File: src/rtl/uart_pkg.sv
// Shared types and constants for the UART blocks: receiver FSM states,
// frame geometry and the baud tick divider calculation.
package uart_pkg;

  typedef enum logic [1:0] {
    IDLE  = 2'd0,
    START = 2'd1,
    DATA  = 2'd2,
    STOP  = 2'd3
  } uart_rx_state_t;

  localparam int UART_DATA_BITS = 8;
  localparam int UART_OVERSAMPLE = 16;

  // Clock cycles per oversample tick (integer division, truncating).
  function automatic int calc_tick_div(input int clk_freq, input int baud_rate,
                                       input int oversample);
    return clk_freq / (baud_rate * oversample);
  endfunction

endpackage

File: src/rtl/baud_tick_gen.sv
// Free-running divider producing a one-cycle tick every TICK_DIV clocks.
// Only rst clears it, so the receiver and transmitter can share one tick timebase.
module baud_tick_gen #(
  parameter int TICK_DIV = 651
) (
  input  logic clk,
  input  logic rst,
  output logic tick
);

  localparam int CW = (TICK_DIV > 1) ? $clog2(TICK_DIV) : 1;
  localparam logic [CW-1:0] CNT_MAX = CW'(TICK_DIV - 1);

  logic [CW-1:0] r_cnt;
  logic          w_at_max;

  assign w_at_max = (r_cnt == CNT_MAX);
  assign tick     = w_at_max;

  always_ff @(posedge clk) begin
    if (rst) begin
      r_cnt <= '0;
    end else if (w_at_max) begin
      r_cnt <= '0;
    end else begin
      r_cnt <= r_cnt + CW'(1);
    end
  end

endmodule

File: src/rtl/uart_rx_oversampled.sv
// 8N1 UART receiver with 16x oversampling: starts on a falling edge, checks the
// start bit at its midpoint, then samples each data and stop bit one bit period apart.
module uart_rx_oversampled
  import uart_pkg::*;
#(
  parameter int CLK_FREQ   = 100_000_000,
  parameter int BAUD_RATE  = 9600,
  parameter int OVERSAMPLE = UART_OVERSAMPLE
) (
  input  logic                      clk,
  input  logic                      rst,
  input  logic                      rx,
  output logic [UART_DATA_BITS-1:0] rx_data,
  output logic                      rx_done,
  output logic                      rx_busy,
  output logic                      frame_err,
  output uart_rx_state_t            dbg_state
);

  // Handshake: rx_done is a one-cycle valid strobe with rx_data valid in the
  // same cycle; there is no ready, so the consumer must take every strobe.
  localparam int TICK_DIV = calc_tick_div(CLK_FREQ, BAUD_RATE, OVERSAMPLE);
  localparam int SW = $clog2(OVERSAMPLE);
  localparam logic [SW-1:0] SMP_MID  = SW'(OVERSAMPLE / 2 - 1);
  localparam logic [SW-1:0] SMP_LAST = SW'(OVERSAMPLE - 1);
  localparam logic [2:0]    BIT_LAST = 3'(UART_DATA_BITS - 1);

  logic r_rx_meta, r_rx_s;
  logic w_tick;

  uart_rx_state_t            r_state, w_state_nxt;
  logic [SW-1:0]             r_smp_cnt, w_smp_nxt;
  logic [2:0]                r_bit_cnt, w_bit_nxt;
  logic [UART_DATA_BITS-1:0] r_shift, w_shift_nxt;
  logic [UART_DATA_BITS-1:0] r_rx_data, w_data_nxt;
  logic                      r_done, w_done_nxt;
  logic                      r_ferr, w_ferr_nxt;

  baud_tick_gen #(.TICK_DIV(TICK_DIV)) u_tick (
    .clk  (clk),
    .rst  (rst),
    .tick (w_tick)
  );

  always_ff @(posedge clk) begin
    if (rst) begin
      r_rx_meta <= 1'b1;
      r_rx_s    <= 1'b1;
      r_state   <= IDLE;
      r_smp_cnt <= '0;
      r_bit_cnt <= '0;
      r_shift   <= '0;
      r_rx_data <= '0;
      r_done    <= 1'b0;
      r_ferr    <= 1'b0;
    end else begin
      r_rx_meta <= rx;
      r_rx_s    <= r_rx_meta;
      r_state   <= w_state_nxt;
      r_smp_cnt <= w_smp_nxt;
      r_bit_cnt <= w_bit_nxt;
      r_shift   <= w_shift_nxt;
      r_rx_data <= w_data_nxt;
      r_done    <= w_done_nxt;
      r_ferr    <= w_ferr_nxt;
    end
  end

  always_comb begin
    w_state_nxt = r_state;
    w_smp_nxt   = r_smp_cnt;
    w_bit_nxt   = r_bit_cnt;
    w_shift_nxt = r_shift;
    w_data_nxt  = r_rx_data;
    w_done_nxt  = 1'b0;
    w_ferr_nxt  = 1'b0;
    case (r_state)
      IDLE: begin
        if (!r_rx_s) begin
          w_state_nxt = START;
          w_smp_nxt   = '0;
        end
      end
      START: begin
        if (w_tick) begin
          if (r_smp_cnt == SMP_MID) begin
            if (r_rx_s) begin
              w_state_nxt = IDLE;
            end else begin
              w_state_nxt = DATA;
              w_smp_nxt   = '0;
              w_bit_nxt   = '0;
            end
          end else begin
            w_smp_nxt = r_smp_cnt + SW'(1);
          end
        end
      end
      DATA: begin
        if (w_tick) begin
          if (r_smp_cnt == SMP_LAST) begin
            w_smp_nxt   = '0;
            w_shift_nxt = {r_rx_s, r_shift[UART_DATA_BITS-1:1]};
            w_bit_nxt   = r_bit_cnt + 3'd1;
            if (r_bit_cnt == BIT_LAST) w_state_nxt = STOP;
          end else begin
            w_smp_nxt = r_smp_cnt + SW'(1);
          end
        end
      end
      STOP: begin
        // Leaving at mid-stop gives half a bit of margin for a back-to-back start edge.
        if (w_tick) begin
          if (r_smp_cnt == SMP_LAST) begin
            w_state_nxt = IDLE;
            if (r_rx_s) begin
              w_data_nxt = r_shift;
              w_done_nxt = 1'b1;
            end else begin
              w_ferr_nxt = 1'b1;
            end
          end else begin
            w_smp_nxt = r_smp_cnt + SW'(1);
          end
        end
      end
      default: w_state_nxt = IDLE;
    endcase
  end

  assign rx_data   = r_rx_data;
  assign rx_done   = r_done;
  assign frame_err = r_ferr;
  assign rx_busy   = (r_state != IDLE);
  assign dbg_state = r_state;

endmodule

File: config.mk
export PLATFORM = sky130hd
export DESIGN_NAME = uart_rx_oversampled
export DESIGN_NICKNAME = d
export VERILOG_FILES = /design/src/rtl/uart_pkg.sv /design/src/rtl/baud_tick_gen.sv /design/src/rtl/uart_rx_oversampled.sv
export SDC_FILE = /design/constraint.sdc
export NUM_CORES = 1
export LEC_CHECK = 0
export ABC_AREA = 1
export BUFFER_PORTS_ARGS = -buffer_cell sky130_fd_sc_hd__buf_2
export CAP_MARGIN = 15
export CORE_MARGIN = 2
export CORE_UTILIZATION = 65
export CTS_BUF_LIST = sky130_fd_sc_hd__clkbuf_4 sky130_fd_sc_hd__clkbuf_8
export CTS_CLUSTER_SIZE = 12
export DETAILED_ROUTE_END_ITERATION = 7
export PLACE_DENSITY = 0.88
export SKIP_CTS_REPAIR_TIMING = 1
export SLEW_MARGIN = 15
export SYNTH_ARGS = -nofsm -noshare
export SYNTH_HDL_FRONTEND = slang
export SYNTH_SLANG_ARGS = --single-unit
File: constraint.sdc
create_clock -name clk -period 4.5 [get_ports clk]
set_input_delay 0.45 -clock clk [delete_from_list [all_inputs] [get_ports clk]]
set_output_delay 0.45 -clock clk [all_outputs]
set_load 0.05 [all_outputs]
==> out/results.ini, run 1 <==
[die]
die_h_microns=57.5
start_util_pct=68.1
pin_count=16
die_width_microns=57.5
fp.dieArea_sq_mm=0.00331
rows=19
core_sq_mm=0.00273

[setup_path]
path_max_fanout=8
end_kind=output pin
reg2reg_from=r_smp_cnt[0]
cpLargestDelayFamily=flip-flops
worstPathArrival_ps=1520
critical_path_buf_inv_count=2
cp_cell_sequence=nor2_1 > inv_1 > buf_2
cp-start-kind=register
cp.required_ps=4050
slowest_delay_ps=410
slowest_stage=dfxtp_1
crit_type=reg2out

[timing]
post-route-period-util_pct=43.8
report.final.slew_viol_count=0
finalSetupTns_ps=0
rsz0062_at_grt=false
fin_crit_ps=1970
clock_skew_ps=8.81
tightest_slew_ps=600
setup_viol=0
hold_viol=0
max_freq_mhz=507
relSlewSlack_pct=60.0

[cells_and_area]
final_nets=274
drive_gt1_share_pct=18.0
register_area_sq_um=781
fin_cells=298
final.fill_count=216
final_common_cell=dfxtp_1
final_area_sq_mm=0.00199
layout_common_cells=39 x dfxtp_1, 38 x nand2_1, 37 x inv_1
n_antenna_cell=0
final_core_util_pct=73.0
multi_input_area_sq_um=892
area_delta_synth_final_pct=7.05

[yosys]
synth_top_cell_by_area=dfxtp_1
synth_area_sq_mm=0.00186
synth_cells=249
postSynth.asyncResetShare_pct=0
ys.flop_type=dfxtp_1
synth.net_count=257
synth.distinct_cells=30
synth-edff-count=0
yosysSeqAreaShare_pct=41.9
avgSynthCellArea_sq_um=7.48
synth_top_area_share_pct=41.9
synth.area.top_cells=dfxtp_1 42%, nand2_1 7.7%, inv_1 7.5%
yosysWarnings=0
ys_seq_elements=39

[placement]
dpl.hpwl_microns=2350
dp.cells=290
dpl-instance-area_sq_mm=0.00194
place.gp.congestion=0.871
portBuffers=15

[run]
max_cap_violations=0

[grt]
grt_pass1_vias=1353
grt_max_degree=23
grt_use_total_pct=21.5
antenna_found_initial=0
grt_overflow=0
grt_pass1_wl_microns=5560

[pwr]
p_leak_nw=0.853
power.density_mw_per_mm2=315
ir_drop_mv=0.277
finalPower_uw=629

[drt]
post_drt_wl_per_cell_microns=10.6
first_pass_iters=4
vias_per_cell=5.15
dr.first_iter.drc_count=107
drt-total-wl_microns=3160
ant_nets=0
drc_errors=0
route.vias.total=1536

[outcome]
outcome=finished clean

[clock_tree]
cts.sinks=39
cts_tree=yes
cts_max_level=2
cts_made_buffers=5
clk_pin_slew_ps=110
clk_latency_ps=350
clock_path_buffers=2
cts-root-buf=clkbuf_4

[hold_path]
hold_class=in2reg
min_from=rx

## layout make-up
type	count	share of cell area, %
Clock buffer	5	1.88
Sequential cell	39	39.1
Clock inverter	3	1.00
Timing Repair Buffer	15	3.76
Inverter	40	7.53
Multi-Input combinational cell	165	44.7
Tap cell	31	1.94
## power by group
group / total, mW / switching, mW / internal [mW]
combinational: 0.0900 / 0.0645 / 0.0255
sequential: 0.365 / 0.0117 / 0.353
clock: 0.174 / 0.114 / 0.0596
total: 0.629 / 0.191 / 0.439
## kinds of logic (layout without fill, tap and decap cells)
group / Yosys count / count (layout) / synth area share (%)
simple gates: 107 / 107 / 28.1
fa+ha+maj: 5 / 5 / 3.36
buf+inv: 45 / 63 / 10.2
flops: 39 / 39 / 41.9
compound gates: 49 / 49 / 14.5
xor+xnor: 4 / 4 / 1.88
## flip-flops by register name (all words and copies together), names as in the netlist, named ones only
| register | flops |
|---|---|
| u_tick.r_cnt | 10 |
| dbg_state | 1 |
| r_bit_cnt | 3 |
| r_smp_cnt | 4 |
| frame_err | 1 |
| r_rx_meta | 1 |
| r_rx_s | 1 |
| rx_data | 8 |
| rx_done | 1 |
| r_shift | 8 |
## layer usage
layer | up-vias | track usage, % | routed length, microns
met5 | - | 0 | 0
met1 | 668 | 28.2 | 1530
met2 | 29 | 33.1 | 1430
met4 | 0 | 9.63 | 64
li1 | 833 | - | -
met3 | 6 | 5.67 | 138
## through the flow
| stage | hold slack, ps | worst slack, ps |
|---|---|---|
| 2_1_floorplan | 389 | 2650 |
| 3_3_place_gp | 396 | 2810 |
| 3_5_place_dp | 397 | 2820 |
| 4_1_cts | 284 | 2540 |
| 5_1_grt | 295 | 2440 |
| 6_report | 301 | 2530 |
## path summary, 6_finish.rpt
check	endpoint	depth (start not counted)	slack (ps)
max	rx_busy	3	2530
min	r_rx_meta	2	300
max reg2reg	rx_data[7]	9	2780
min reg2reg	r_rx_s	1	420
## synthesized netlist by cell type (all sizes together), types with 2 or more instances
cell,n
a21oi,25
buf,3
clkbuf,2
dfxtp,39
ha,5
inv,40
nand2,43
nand3,22
nand4,2
nor2,32
nor3,5
o21ai,23
or2,2
xor2,4
(Power assumes the default switching activity.)
==> inputs of run 2 (changes only) <==
--- a/config.mk
+++ b/config.mk
@@ -9,11 +9,11 @@
 export BUFFER_PORTS_ARGS = -buffer_cell sky130_fd_sc_hd__buf_2
 export CAP_MARGIN = 15
 export CORE_MARGIN = 2
-export CORE_UTILIZATION = 65
+export CORE_UTILIZATION = 61
 export CTS_BUF_LIST = sky130_fd_sc_hd__clkbuf_4 sky130_fd_sc_hd__clkbuf_8
 export CTS_CLUSTER_SIZE = 12
 export DETAILED_ROUTE_END_ITERATION = 7
-export PLACE_DENSITY = 0.88
+export PLACE_DENSITY = 0.83
 export SKIP_CTS_REPAIR_TIMING = 1
 export SLEW_MARGIN = 15
 export SYNTH_ARGS = -nofsm -noshare
==> constraint.sdc (replaced) <==
create_clock -name clk -period 2 [get_ports clk]
set_input_delay 0.2 -clock clk [delete_from_list [all_inputs] [get_ports clk]]
set_output_delay 0.2 -clock clk [all_outputs]
set_load 0.05 [all_outputs]
==> out/results.ini, run 2 (synthesized netlist as in run 1, its figures left out) <==
[cells_and_area]
layout_common_cells=39 x dfxtp_1, 38 x nand2_1, 37 x inv_1
final_common_cell=dfxtp_1
largest_register=u_tick.r_cnt
n_antenna_cell=0
drive_gt1_share_pct=18.3
area_delta_synth_final_pct=8.40
final_nets=275
multi_input_area_sq_um=892
largest_reg_flops=10
final.fill_count=246
register_area_sq_um=781

[clock_tree]
cts_max_level=2
cts-root-buf=clkbuf_4
clk_pin_slew_ps=110
cts.sinks=39
cts_made_buffers=5
clk_latency_ps=350
cts_tree=yes
clock_path_buffers=2

[setup_path]
crit_type=reg2reg
worstPathArrival_ps=1990
cp.required_ps=2290
path_max_fanout=15
worstRegToRegCells=9
r2r-end=rx_data[3]
cpLargestDelayFamily=simple AND/OR/NAND/NOR gates
reg2reg_setup_slack_ps=300
reg2reg_from=r_smp_cnt[0]
slowest_stage=dfxtp_1
slowest_delay_ps=420
end_kind=register
cp_cell_sequence=ha_1 > nand2_2 > nor2_2 > inv_2 > nor2_4 > nand2_4 > nor2_8 > o21ai_0 > a21oi_1
critical_path_buf_inv_count=1
cp-start-kind=register

[die]
core_sq_mm=0.00298
die_width_microns=59.3
rows=20
start_util_pct=62.6
die_h_microns=59.3
pin_count=16
fp.dieArea_sq_mm=0.00351

[timing]
rsz0062_at_grt=false
report.final.slew_viol_count=0
setup_viol=0
fin_crit_ps=1700
relSlewSlack_pct=70.5
finalSetupTns_ps=0
post-route-period-util_pct=85.2
worst_slack_ps=296
tightest_slew_ps=441
hold_viol=0
max_freq_mhz=587
clock_skew_ps=11.5

[grt]
grt_pass1_wl_microns=5530
grt_use_total_pct=20.9
grt_max_degree=23
antenna_found_initial=0
grt_overflow=0
grt_pass1_vias=1273

[drt]
first_pass_iters=4
drc_errors=0
post_drt_wl_per_cell_microns=10.9
ant_nets=0
dr.first_iter.drc_count=45
drt-total-wl_microns=3270
vias_per_cell=5.13
route.vias.total=1544

[pwr]
ir_drop_mv=0.427
p_leak_nw=0.868
power.density_mw_per_mm2=733

[hold_path]
hold-path-cell-count=2
min_to=r_rx_meta
hold_class=in2reg
min_from=rx

[placement]
portBuffers=15
place.gp.congestion=0.863
dpl.hpwl_microns=2350
place_ws_ps=317

[run]
max_cap_violations=0

[outcome]
outcome=finished clean

==> run 2: changes by cell type in the layout (fill, tap and decap cells not counted), sizes merged <==
cell      change
clkbuf        +2
buf           +1
clkinv        -1
clkinvlp      -1
==> run 2: cell type report <==
cell class              instances  area share, %
clock buffers                   7           3.22
inverters                      40           7.43
flip-flops and latches         39           38.7
repair buffers                 16           4.09
multi-input cells             165           44.2
clock inverters                 1          0.372
well taps                      33           2.04
==> run 2: through the flow <==
stage                     hold WS [ps]  cell area [sq um]  std cells  utilization [%]  power (mW)
after global placement             383               1950        293             65.4        1.04
after floorplan                    269               1860        249                -       0.997
after global routing              30.2               2020        301             67.8        1.55
after CTS                         27.4               2020        301             67.8        1.49
after detailed placement           384               1950        293             65.4        1.05
final                             35.8               2020        301             67.8        1.48
==> run 2: power by group <==
group	total (mW)	internal (mW)	switching, mW
registers	0.823	0.795	0.0274
logic	0.205	0.0588	0.146
clock network	0.453	0.205	0.247
==> run 2: per-layer routing <==
| metal | track usage [%] | routed length (microns) | part of all wire [%] | vias up |
|---|---|---|---|---|
| li1 | - | - | - | 835 |
| met1 | 27.8 | 1600 | 49 | 673 |
| met2 | 31.9 | 1470 | 45 | 28 |
| met3 | 5.24 | 126 | 3.8 | 8 |
| met4 | 9.09 | 79 | 2.4 | 0 |
| met5 | 0 | 0 | 0 | - |
==> run 2: worst max-delay path by stage <==
stage | slack (ps) | startpoint | endpoint | cells past startpoint
floorplan | 150 | register | r_smp_cnt[1] | 7
global placement | 390 | r_smp_cnt[0] | rx_data[4] | 9
detailed placement | 320 | r_smp_cnt[0] | rx_data[3] | 9
CTS | 300 | r_smp_cnt[0] | rx_data[3] | 9
global route | 130 | r_smp_cnt[0] | rx_data[2] | 9
finish | 300 | r_smp_cnt[0] | rx_data[3] | 9
==> run 2: worst reg2reg max path: stages, from the launching register on <==
cell and delay, ps:
dfxtp_1 420, ha_1 250, nand2_2 90, nor2_2 130
inv_2 70, nor2_4 110, nand2_4 90, nor2_8 220
o21ai_0 140, a21oi_1 130
==> inputs of run 3 (changes only) <==
--- a/config.mk
+++ b/config.mk
@@ -15,7 +15,7 @@
 export DETAILED_ROUTE_END_ITERATION = 7
 export PLACE_DENSITY = 0.83
 export SKIP_CTS_REPAIR_TIMING = 1
-export SLEW_MARGIN = 15
 export SYNTH_ARGS = -nofsm -noshare
 export SYNTH_HDL_FRONTEND = slang
 export SYNTH_SLANG_ARGS = --single-unit
+export TNS_END_PERCENT = 10
==> constraint.sdc (replaced) <==
create_clock -name clk -period 2 [get_ports clk]
set_input_delay 0.4 -clock clk [delete_from_list [all_inputs] [get_ports clk]]
set_output_delay 0.4 -clock clk [all_outputs]
set_load 0.05 [all_outputs]
==> out/results.ini, run 3 (synthesized netlist as in run 1, its figures left out) <==
[outcome]
outcome=finished clean

[timing]
fin_crit_ps=1810
tightest_slew_ps=415
report.final.slew_viol_count=0
setup_viol=0
rsz0062_at_grt=false
hold-worst-slack_ps=230
clock_skew_ps=8.45
max_freq_mhz=554
finalSetupTns_ps=0
relSlewSlack_pct=72.3
post-route-period-util_pct=90.3
hold_viol=0

[drt]
routed-wl-met2_microns=1690
drt-total-wl_microns=3480
route.vias.total=1588
post_drt_wl_per_cell_microns=11.5
ant_nets=0
highest_layer=met4
dr.first_iter.drc_count=98
wirelength_met1_microns=1580
first_pass_iters=4
drc_errors=0
vias_per_cell=5.28
dr_wl_met3_microns=145

[die]
core_sq_mm=0.00298
die_h_microns=59.3
die_width_microns=59.3
start_util_pct=62.6
pin_count=16
rows=20
fp.dieArea_sq_mm=0.00351

[clock_tree]
clk_pin_slew_ps=110
clock_path_buffers=2
cts_max_level=2
cts_tree=yes
cts.sinks=39
clk_latency_ps=360
cts_made_buffers=5
cts-root-buf=clkbuf_4

[setup_path]
worstPathArrival_ps=1410
end_kind=output pin
slowest_stage=dfxtp_1
crit_type=reg2out
cp_cell_sequence=nor2_2 > inv_1 > buf_2
reg2reg_setup_slack_ps=300
path_max_fanout=8
cpLargestDelayFamily=flip-flops
slowest_delay_ps=530
critical_path_buf_inv_count=2
cp-start-kind=register
cp.required_ps=1600

[grt]
grt_use_total_pct=22.8
antenna_found_initial=0
grt_max_degree=22
grt_pass1_wl_microns=6040
grt_pass1_vias=1436
grt_overflow=0

[cells_and_area]
final_nets=275
largest_register=u_tick.r_cnt
fin_cells=301
n_antenna_cell=0
largest_reg_flops=10
final_common_cell=dfxtp_1
area_delta_synth_final_pct=10.3
layout_common_cells=39 x dfxtp_1, 38 x nand2_1, 37 x inv_1
drive_gt1_share_pct=18.7

[pwr]
power.density_mw_per_mm2=821
p_leak_nw=0.883
ir_drop_mv=0.835

[placement]
dpl.hpwl_microns=2460
portBuffers=15
dp.cells=293
place.gp.congestion=0.838

[hold_path]
hold_class=in2reg

[run]
max_cap_violations=0

## run 3: final timing paths
check / from / end / cells past startpoint
setup / recovery: register / rx_busy / 3
setup reg to reg: r_smp_cnt[0] / rx_data[7] / 9
hold / removal: rx / r_rx_meta / 2
hold reg to reg: r_rx_meta / r_rx_s / 1
## run 3: area by class of cell
type / count / area, sq um
Inverter: 40 / 150
Clock buffer: 5 / 37.5
Timing Repair Buffer: 16 / 82.6
Fill cell: 251 / 923
Tap cell: 33 / 41.3
Sequential cell: 39 / 781
Multi-Input combinational cell: 165 / 895
Clock inverter: 3 / 67.6
## run 3: layer usage
metal  up-vias  global-route usage (%)
met5         -                       0
met4         0                    10.4
met3         7                    6.77
met2        32                    36.6
met1       715                    28.0
li1        834                       -
## run 3: through the flow
step	utilization [%]	instance area, sq um	setup slack (ps)	power [mW]
final	69.0	2050	194	1.69
after global routing	69.0	2050	95.8	1.76
after CTS	68.9	2050	96.1	1.70
after detailed placement	65.4	1950	312	1.05
after global placement	65.4	1950	401	1.04
after floorplan	-	1860	145	0.997
## run 3: power by group
group	switching (mW)	total [mW]	internal, mW
clock network	0.268	0.656	0.388
logic	0.148	0.208	0.0598
registers	0.0279	0.823	0.795
